<file path="src/rtl/result_mux_pkg.sv">
// Shared types and default sizing for the result mux pipeline.
package result_mux_pkg;
  localparam int DEF_WIDTH  = 32;
  localparam int DEF_NUM_IN = 5;
  localparam int DEF_CTL_W  = 4;

  typedef enum logic [1:0] {EMPTY = 2'd0, HALF = 2'd1, FULL = 2'd2} state_t;
endpackage

</file>
<file path="src/rtl/result_sel.sv">
// Combinational NUM_IN:1 channel select; out-of-range select yields zero.
module result_sel
  import result_mux_pkg::*;
#(
  parameter int WIDTH  = DEF_WIDTH,
  parameter int NUM_IN = DEF_NUM_IN,
  parameter int CTL_W  = DEF_CTL_W
) (
  input  logic [CTL_W-1:0]        i_ctl,
  input  logic [NUM_IN*WIDTH-1:0] i_data,
  output logic [WIDTH-1:0]        o_sel,
  output logic                    o_oor
);
  always_comb begin
    o_sel = '0;
    o_oor = 1'b1;
    for (int i = 0; i < NUM_IN; i++) begin
      if (i_ctl == CTL_W'(i)) begin
        o_sel = i_data[i*WIDTH +: WIDTH];
        o_oor = 1'b0;
      end
    end
  end
endmodule

</file>
<file path="src/rtl/result_mux_pipe.sv">
// Channel select feeding a two-entry (main + skid) output buffer with a
// sticky out-of-range select flag.
module result_mux_pipe
  import result_mux_pkg::*;
#(
  parameter int WIDTH  = DEF_WIDTH,
  parameter int NUM_IN = DEF_NUM_IN,
  parameter int CTL_W  = DEF_CTL_W
) (
  input  logic                    clk,
  input  logic                    reset,
  input  logic                    in_valid,
  output logic                    in_ready,
  input  logic [CTL_W-1:0]        ctl,
  input  logic [NUM_IN*WIDTH-1:0] data_in,
  output logic                    out_valid,
  input  logic                    out_ready,
  output logic [WIDTH-1:0]        out,
  output logic                    sel_err,
  input  logic                    err_clr
);
  if (NUM_IN < 2 || NUM_IN > 16 || CTL_W < $clog2(NUM_IN)) begin : g_param_chk
    $error("result_mux_pipe: illegal NUM_IN/CTL_W combination");
  end

  state_t           r_state;
  logic [WIDTH-1:0] r_main;
  logic [WIDTH-1:0] r_skid;
  logic             r_sel_err;
  logic [WIDTH-1:0] w_sel;
  logic             w_oor;
  logic             w_in_fire;
  logic             w_out_fire;

  result_sel #(.WIDTH(WIDTH), .NUM_IN(NUM_IN), .CTL_W(CTL_W)) u_sel (
    .i_ctl  (ctl),
    .i_data (data_in),
    .o_sel  (w_sel),
    .o_oor  (w_oor)
  );

  assign in_ready   = (r_state != FULL);
  assign out_valid  = (r_state != EMPTY);
  assign out        = r_main;
  assign sel_err    = r_sel_err;
  assign w_in_fire  = in_valid & in_ready;
  assign w_out_fire = out_valid & out_ready;

  always_ff @(posedge clk or posedge reset) begin
    if (reset) begin
      r_state   <= EMPTY;
      r_main    <= '0;
      r_skid    <= '0;
      r_sel_err <= 1'b0;
    end else begin
      // a coinciding out-of-range accept beats the clear
      if (w_in_fire && w_oor) r_sel_err <= 1'b1;
      else if (err_clr)       r_sel_err <= 1'b0;

      case (r_state)
        EMPTY: if (w_in_fire) begin
          r_main  <= w_sel;
          r_state <= HALF;
        end
        HALF: begin
          if (w_in_fire && w_out_fire) begin
            r_main <= w_sel;
          end else if (w_in_fire) begin
            r_skid  <= w_sel;
            r_state <= FULL;
          end else if (w_out_fire) begin
            // main is cleared so out reads zero while empty
            r_main  <= '0;
            r_state <= EMPTY;
          end
        end
        FULL: if (w_out_fire) begin
          r_main  <= r_skid;
          r_state <= HALF;
        end
        default: r_state <= EMPTY;
      endcase
    end
  end
endmodule
</file>
<file path="config.mk">
export PLATFORM = sky130hd
export DESIGN_NAME = result_mux_pipe
export DESIGN_NICKNAME = d
export VERILOG_FILES = /design/src/rtl/result_mux_pkg.sv /design/src/rtl/result_sel.sv /design/src/rtl/result_mux_pipe.sv
export SDC_FILE = /design/constraint.sdc
export NUM_CORES = 1
export LEC_CHECK = 0
export ABC_CLOCK_PERIOD_IN_PS = 5130
export CORE_UTILIZATION = 45
export DETAILED_ROUTE_END_ITERATION = 8
export PLACE_DENSITY = 0.92
export SETUP_SLACK_MARGIN = 0.1
export SLEW_MARGIN = 30
export SYNTH_ARGS = -nofsm -noshare
export SYNTH_HDL_FRONTEND = slang
export SYNTH_SLANG_ARGS = --single-unit
</file>
<file path="constraint.sdc">
create_clock -name clk -period 5.13 [get_ports clk]
set_input_delay 0.513 -clock clk [delete_from_list [all_inputs] [get_ports clk]]
set_output_delay 0.513 -clock clk [all_outputs]
set_load 0.02 [all_outputs]
</file>
==> impl_metrics.csv, run 1 <==
group,metric,value,unit
synth,synth.cell_area,4340,µm²
synth,synth_async_sr_flop_share,100,%
worst_setup_path,start_kind,"primary input",
timing,max-slew-margin-rel,43.5,%
routing,wl_per_cell,18.1,µm
floorplanning,ios,204,
floorplanning,num_rows,35,
hold_path,hp-class,"flop to flop",
cts,cts_hold_buf,0,
timing,final-max-slew-violation-count,0,
outcome,status,"complete, no violations",
timing,rsz0062_at_grt,"no",
floorplanning,core,9280,µm²
cts,cts-root-buf,"clkbuf_8",
timing,fin_skew,0.00571,ns
placed_design,portBuffers,203,
synth,synthCells,552,
hold_path,min_from,"r_skid[25]$_DFFE_PP0P_",
timing,finalHoldViolations,0,
worst_setup_path,worst_r2r_startpoint,"r_state[1]$_DFFE_PP0P_",
worst_setup_path,r2r-end,"out[5]$_DFFE_PP0P_",
timing,worst_pin_slew,0.848,ns
routing,drt_wl_total,15500,µm
final_layout,multi_input_area,2350,µm²
routing,drtPass1Iterations,5,
worst_setup_path,rr_worst_depth,7,
cts,clk_pin_slew,0.07,ns
worst_setup_path,critPathSlowestCell,"buf_4",
worst_setup_path,crit_required,5.33,ns
floorplanning,die_area,10000,µm²
cts,cts.repair.resized,0,
worst_setup_path,path_class,"primary input to flop",
synth,synth_top_area_share,38.6,%
synth,yosys_warnings,0,
job,cap_violations,0,
cts,numCtsBuffers,9,
synth,synth_edf_count,0,
placed_design,post_dp_cell_area,6360,µm²
global_route,grt_pass1_vias,4793,
cts,h-tree-depth,3,
final_layout,stdcell_count,856,
final_layout,utilization,70.8,%
final_layout,drive_gt1_share,5.23,%
cts,cts_setup_buffers,0,
final_layout,area_delta_synth_final,51.4,%
floorplanning,die_h,100,µm
worst_setup_path,path_buf_inv,2,
timing,min_period,2.62,ns
final_layout,finalInstanceArea,6580,µm²
synth,synth_nets,725,
cts,worst_skew_pair.late_latency,0.35,ns
synth,yosysTopAreaCell,"dfrtp_1",
global_route,antenna_found_initial,0,
worst_setup_path,crit_path_cell_trace,"buf_2, buf_4, or4b_4, o21ai_0, a21oi_1, o311ai_1",
worst_setup_path,r2r_slack,2.84,ns
timing,timing.final.crit_share,51.2,%
timing,finalSetupTns,0,ns
cts,clk_path_buf_depth,2,
routing,drt_iter0_drc,374,
timing,fmaxAchievable,0.381,GHz
placed_design,numPlacedInstances,840,
synth,ys_top_cells_by_area,"dfrtp_1 39%, nand2_1 5.9%, nor2_1 5.8%",
worst_setup_path,critical_path.top_delay_family,"buffers and inverters",
floorplanning,dieWidth,100,µm
synth,synthTopCellsByCount,"68 x nand2_1, 67 x dfrtp_1, 67 x nor2_1, 49 x a21oi_1",
synth,yosysMostFrequentCell,"nand2_1",
routing,via_count,4907,
global_route,grt_pass1_wl,24300,µm
hold_path,worstHoldEndpoint,"r_skid[25]$_DFFE_PP0P_",
synth,ys_ff_latch,67,
global_route,grt_usage,31.7,%
synth,ys.flop_type,"dfrtp_1",
timing,final-setup-viol-count,0,
routing,drcViolationCount,0,
synth,synth.avg_cell_area,7.87,µm²
routing,via_per_inst,5.73,
worst_setup_path,crit_path_max_fanout,53,
final_layout,nFillCells,715,
routing,ant_nets,0,
placed_design,globalplace.congestion,0.958,
worst_setup_path,cpPeakStageDelay,0.60,ns
power_and_ir_drop,p_total,2.80,mW
final_layout,regArea,1680,µm²
final_layout,num_antenna_cells,0,
hold_path,min_path_cells,2,
power_and_ir_drop,p_leak,2.70,nW
global_route,grt_overflow,0,
power_and_ir_drop,powerDensity,426,nW/µm²
cts,cts.sinks,67,
worst_setup_path,crit_path_end_kind,"flop",
final_layout,nNetsFinal,895,
floorplanning,start_util,46.8,%
cts,cts_tree,"yes",
power_and_ir_drop,ir_drop,0.000223,V
synth,synth-seq-area-share,38.6,%
synth,synth_cell_types,35,
worst_setup_path,crit_arrival,2.83,ns
placed_design,dp.final_hpwl,11400,µm
global_route,grt_max_degree,68,
[layout make-up]
| cell class | count | area share [%] |
|---|---|---|
| clock buffer | 9 | 1.88 |
| clock inverter | 7 | 1.52 |
| inverter | 23 | 1.31 |
| multi-input combinational | 412 | 35.8 |
| sequential | 67 | 25.5 |
| tap | 129 | 2.45 |
| timing repair buffer | 209 | 31.5 |
[tightest hold or removal path, stage by stage (launching register included)]
cell	delay [ns]
dfrtp_1	0.35
nand2_1	0.05
o31ai_1	0.05
[cells in the final DEF (no fill, tap or decap), types with 9 or more instances in the layout]
cell / n
clkdlybuf4s50_1: 201
o31ai_1: 16
clkbuf_8: 9
dfrtp_1: 67
o311ai_1: 11
mux2i_1: 16
nand3_1: 16
o21ai_0: 33
o21ai_1: 15
nor2_1: 67
o22ai_1: 31
nor3_1: 15
nand2_1: 68
a211oi_1: 15
a21oi_1: 49
nand2b_1: 32
inv_1: 22
[power by group]
part	internal, mW	total [mW]	switching (mW)
sequential	0.753	0.889	0.137
clock	0.278	0.497	0.219
combinational	0.609	1.41	0.803
[how the worst max path moves through the flow]
stage / cells after the start / slack (ns) / startpoint / end
after floorplan: 1 / 2.93 / reset / out[0]$_DFFE_PP0P_
after global placement: 4 / 2.14 / ctl[2] / r_skid[6]$_DFFE_PP0P_
after detailed placement: 5 / 1.96 / ctl[2] / out[21]$_DFFE_PP0P_
after CTS: 5 / 2.32 / ctl[2] / out[21]$_DFFE_PP0P_
after global routing: 6 / 2.28 / ctl[0] / out[21]$_DFFE_PP0P_
final: 6 / 2.51 / ctl[0] / out[21]$_DFFE_PP0P_
[kinds of logic after synthesis]
family	synth area share [%]
buffers and inverters	7.52
adders and majority gates	1.15
muxes	4.96
AOI/OAI and AO/OA	26.1
DFF	38.6
and+or+nand+nor	21.7
[layer usage]
layer,track usage [%],wire (µm),vias to the layer above
met3,7.52,1380,43
li1,-,-,2298
met5,0,0,-
met4,14.9,543,0
met1,40.3,6040,2293
met2,51.0,7570,273
[flip-flops by register name (all words and copies together), names as in the netlist]
register,cells
out,32
r_skid,32
r_state,2
sel_err,1
[per-stage QoR]
stage	hold slack (ns)	setup WS [ns]
4_1_cts	0.483	2.32
5_1_grt	0.507	2.28
3_5_place_dp	0.467	1.96
3_3_place_gp	0.459	2.14
6_report	0.481	2.51
2_1_floorplan	0.448	2.93
Note: power is estimated with default switching activity, not from simulation.
==> run 2, diff against run 1 <==
Settings changed: ABC_CLOCK_PERIOD_IN_PS 5130 to 2150, CORE_UTILIZATION 45 to 38, PLACE_DENSITY 0.92 to 0.83.
Clock period 5.13 ns to 2.15 ns, I/O delays scaled along.
==> impl_metrics.csv, run 2 (synthesis results as in run 1) <==
group,metric,value,unit
timing,finalSetupTns,0,ns
routing,wl_per_cell,17.9,µm
worst_setup_path,rr_worst_depth,6,
hold_path,hp-class,"primary input to async pin",
routing,drt_wl_total,15800,µm
timing,worst_pin_slew,0.473,ns
routing,drtPass1Iterations,5,
timing,min_period,1.96,ns
cts,cts_hold_buf,0,
floorplanning,start_util,39.5,%
routing,via_count,4872,
final_layout,finalInstanceArea,6920,µm²
final_layout,drive_gt1_share,7.80,%
cts,clk_pin_slew,0.06,ns
worst_setup_path,worst_r2r_startpoint,"r_state[0]$_DFFE_PP0P_",
job,cap_violations,0,
cts,cts_tree,"yes",
power_and_ir_drop,ir_drop,0.000795,V
worst_setup_path,path_class,"flop to flop",
floorplanning,dieWidth,109,µm
global_route,antenna_found_initial,0,
global_route,grt_pass1_vias,4656,
worst_setup_path,crit_path_end_kind,"flop",
timing,final-setup-viol-count,0,
power_and_ir_drop,p_leak,2.85,nW
worst_setup_path,crit_required,2.37,ns
timing,rsz0062_at_grt,"yes",
floorplanning,die_h,109,µm
routing,via_per_inst,5.51,
timing,timing.final.crit_share,91.1,%
routing,ant_nets,0,
worst_setup_path,crit_arrival,2.18,ns
routing,drt_iter0_drc,310,
routing,drcViolationCount,0,
outcome,status,"complete, no violations",
worst_setup_path,crit_path_max_fanout,17,
final_layout,num_antenna_cells,0,
placed_design,post_dp_cell_area,6570,µm²
final_layout,area_delta_synth_final,59.4,%
cts,cts-root-buf,"clkbuf_16",
timing,finalHoldViolations,0,
floorplanning,num_rows,38,
timing,max-slew-margin-rel,68.3,%
timing,fin_skew,0.00720,ns
floorplanning,ios,204,
final_layout,final_common_cell,"clkdlybuf4s50_1",
timing,final-max-slew-violation-count,0,
cts,numCtsBuffers,9,
power_and_ir_drop,p_total,7.25,mW
cts,cts_setup_buffers,0,
placed_design,portBuffers,203,
floorplanning,die_area,11900,µm²
cts,cts.sinks,67,
worst_setup_path,r2r-end,"out[2]$_DFFE_PP0P_",
power_and_ir_drop,powerDensity,1050,nW/µm²
floorplanning,core,11000,µm²
worst_setup_path,r2r_slack,0.19,ns
global_route,grt_overflow,0,
timing,finalWorstSetupSlack,0.192,ns
final_layout,nNetsFinal,912,
worst_setup_path,start_kind,"flop",
global_route,grt_usage,26.8,%
global_route,grt_max_degree,68,
global_route,grt_pass1_wl,24100,µm
cts,clk_path_buf_depth,2,
timing,fmaxAchievable,0.511,GHz
cts,h-tree-depth,3,
placed_design,place_ws,0.00935,ns
cts,worst_skew_pair.late_latency,0.33,ns
placed_design,dp.final_hpwl,11900,µm
final_layout,utilization,63.0,%
placed_design,globalplace.congestion,0.907,
final_layout,final_cell_mix,"202 x clkdlybuf4s50_1, 68 x nand2_1, 67 x nor2_1, 67 x dfrtp_1, 49 x a21oi_1",
## run 2: cell types whose count changed in the layout (fill, tap and decap cells not counted), sizes merged
cell and delta:
clkdlybuf4s50 +1, buf +16, inv -1, clkinv -1, clkinvlp +2
## run 2: worst max path at each step
stage	startpoint	endpoint	slack [ns]
3_3_place_gp	ctl[2]	out[23]$_DFFE_PP0P_	0.07
6_report	r_state[0]$_DFFE_PP0P_	out[2]$_DFFE_PP0P_	0.19
4_1_cts	r_state[0]$_DFFE_PP0P_	out[2]$_DFFE_PP0P_	0.12
2_1_floorplan	reset	out[0]$_DFFE_PP0P_	0.25
3_5_place_dp	ctl[3]	out[11]$_DFFE_PP0P_	0.009
5_1_grt	r_state[1]$_DFFE_PP0P_	out[7]$_DFFE_PP0P_	0.09
## run 2: timing repair
item                                    in CTS  in global routing
endpoints found under the setup margin       4                 17
gates resized for setup                      1                  6
cloned                                       0                  0
## run 2: critical path: stages, from the launching register on
cell and delay [ns]:
dfrtp_1 0.38, inv_1 0.10, ha_1 0.24, nand2b_2 0.25, o32a_1 0.38, buf_6 0.19
o311ai_1 0.32
## run 2: layout make-up
class	instances	area, µm²
inverters	23	86.3
multi-input cells	412	2380
clock buffers	9	225
clock inverters	7	101
flip-flops and latches	67	1680
repair buffers	226	2280
well taps	140	175
fillers	910	4060
## run 2: through the flow
| step | hold WS (ns) | std cells |
|---|---|---|
| after floorplan | 0.309 | 552 |
| after global placement | 0.458 | 868 |
| after detailed placement | 0.467 | 868 |
| after CTS | 0.295 | 884 |
| after global routing | 0.309 | 884 |
| final | 0.271 | 884 |
## run 2: where the power goes
part,leakage [nW],switching (mW),internal [mW],total [mW]
logic,1.83,1.95,1.60,3.55
registers,0.870,0.315,1.80,2.11
clock network,0.152,0.570,1.02,1.59
## run 2: metal layers
| metal | track usage [%] | share of wire (%) | vias to the layer above |
|---|---|---|---|
| met5 | 0 | 0 | - |
| met4 | 9.46 | 2.6 | 0 |
| met3 | 6.58 | 8.0 | 32 |
| met2 | 43.0 | 48 | 226 |
| met1 | 35.1 | 41 | 2287 |
| li1 | - | - | 2327 |
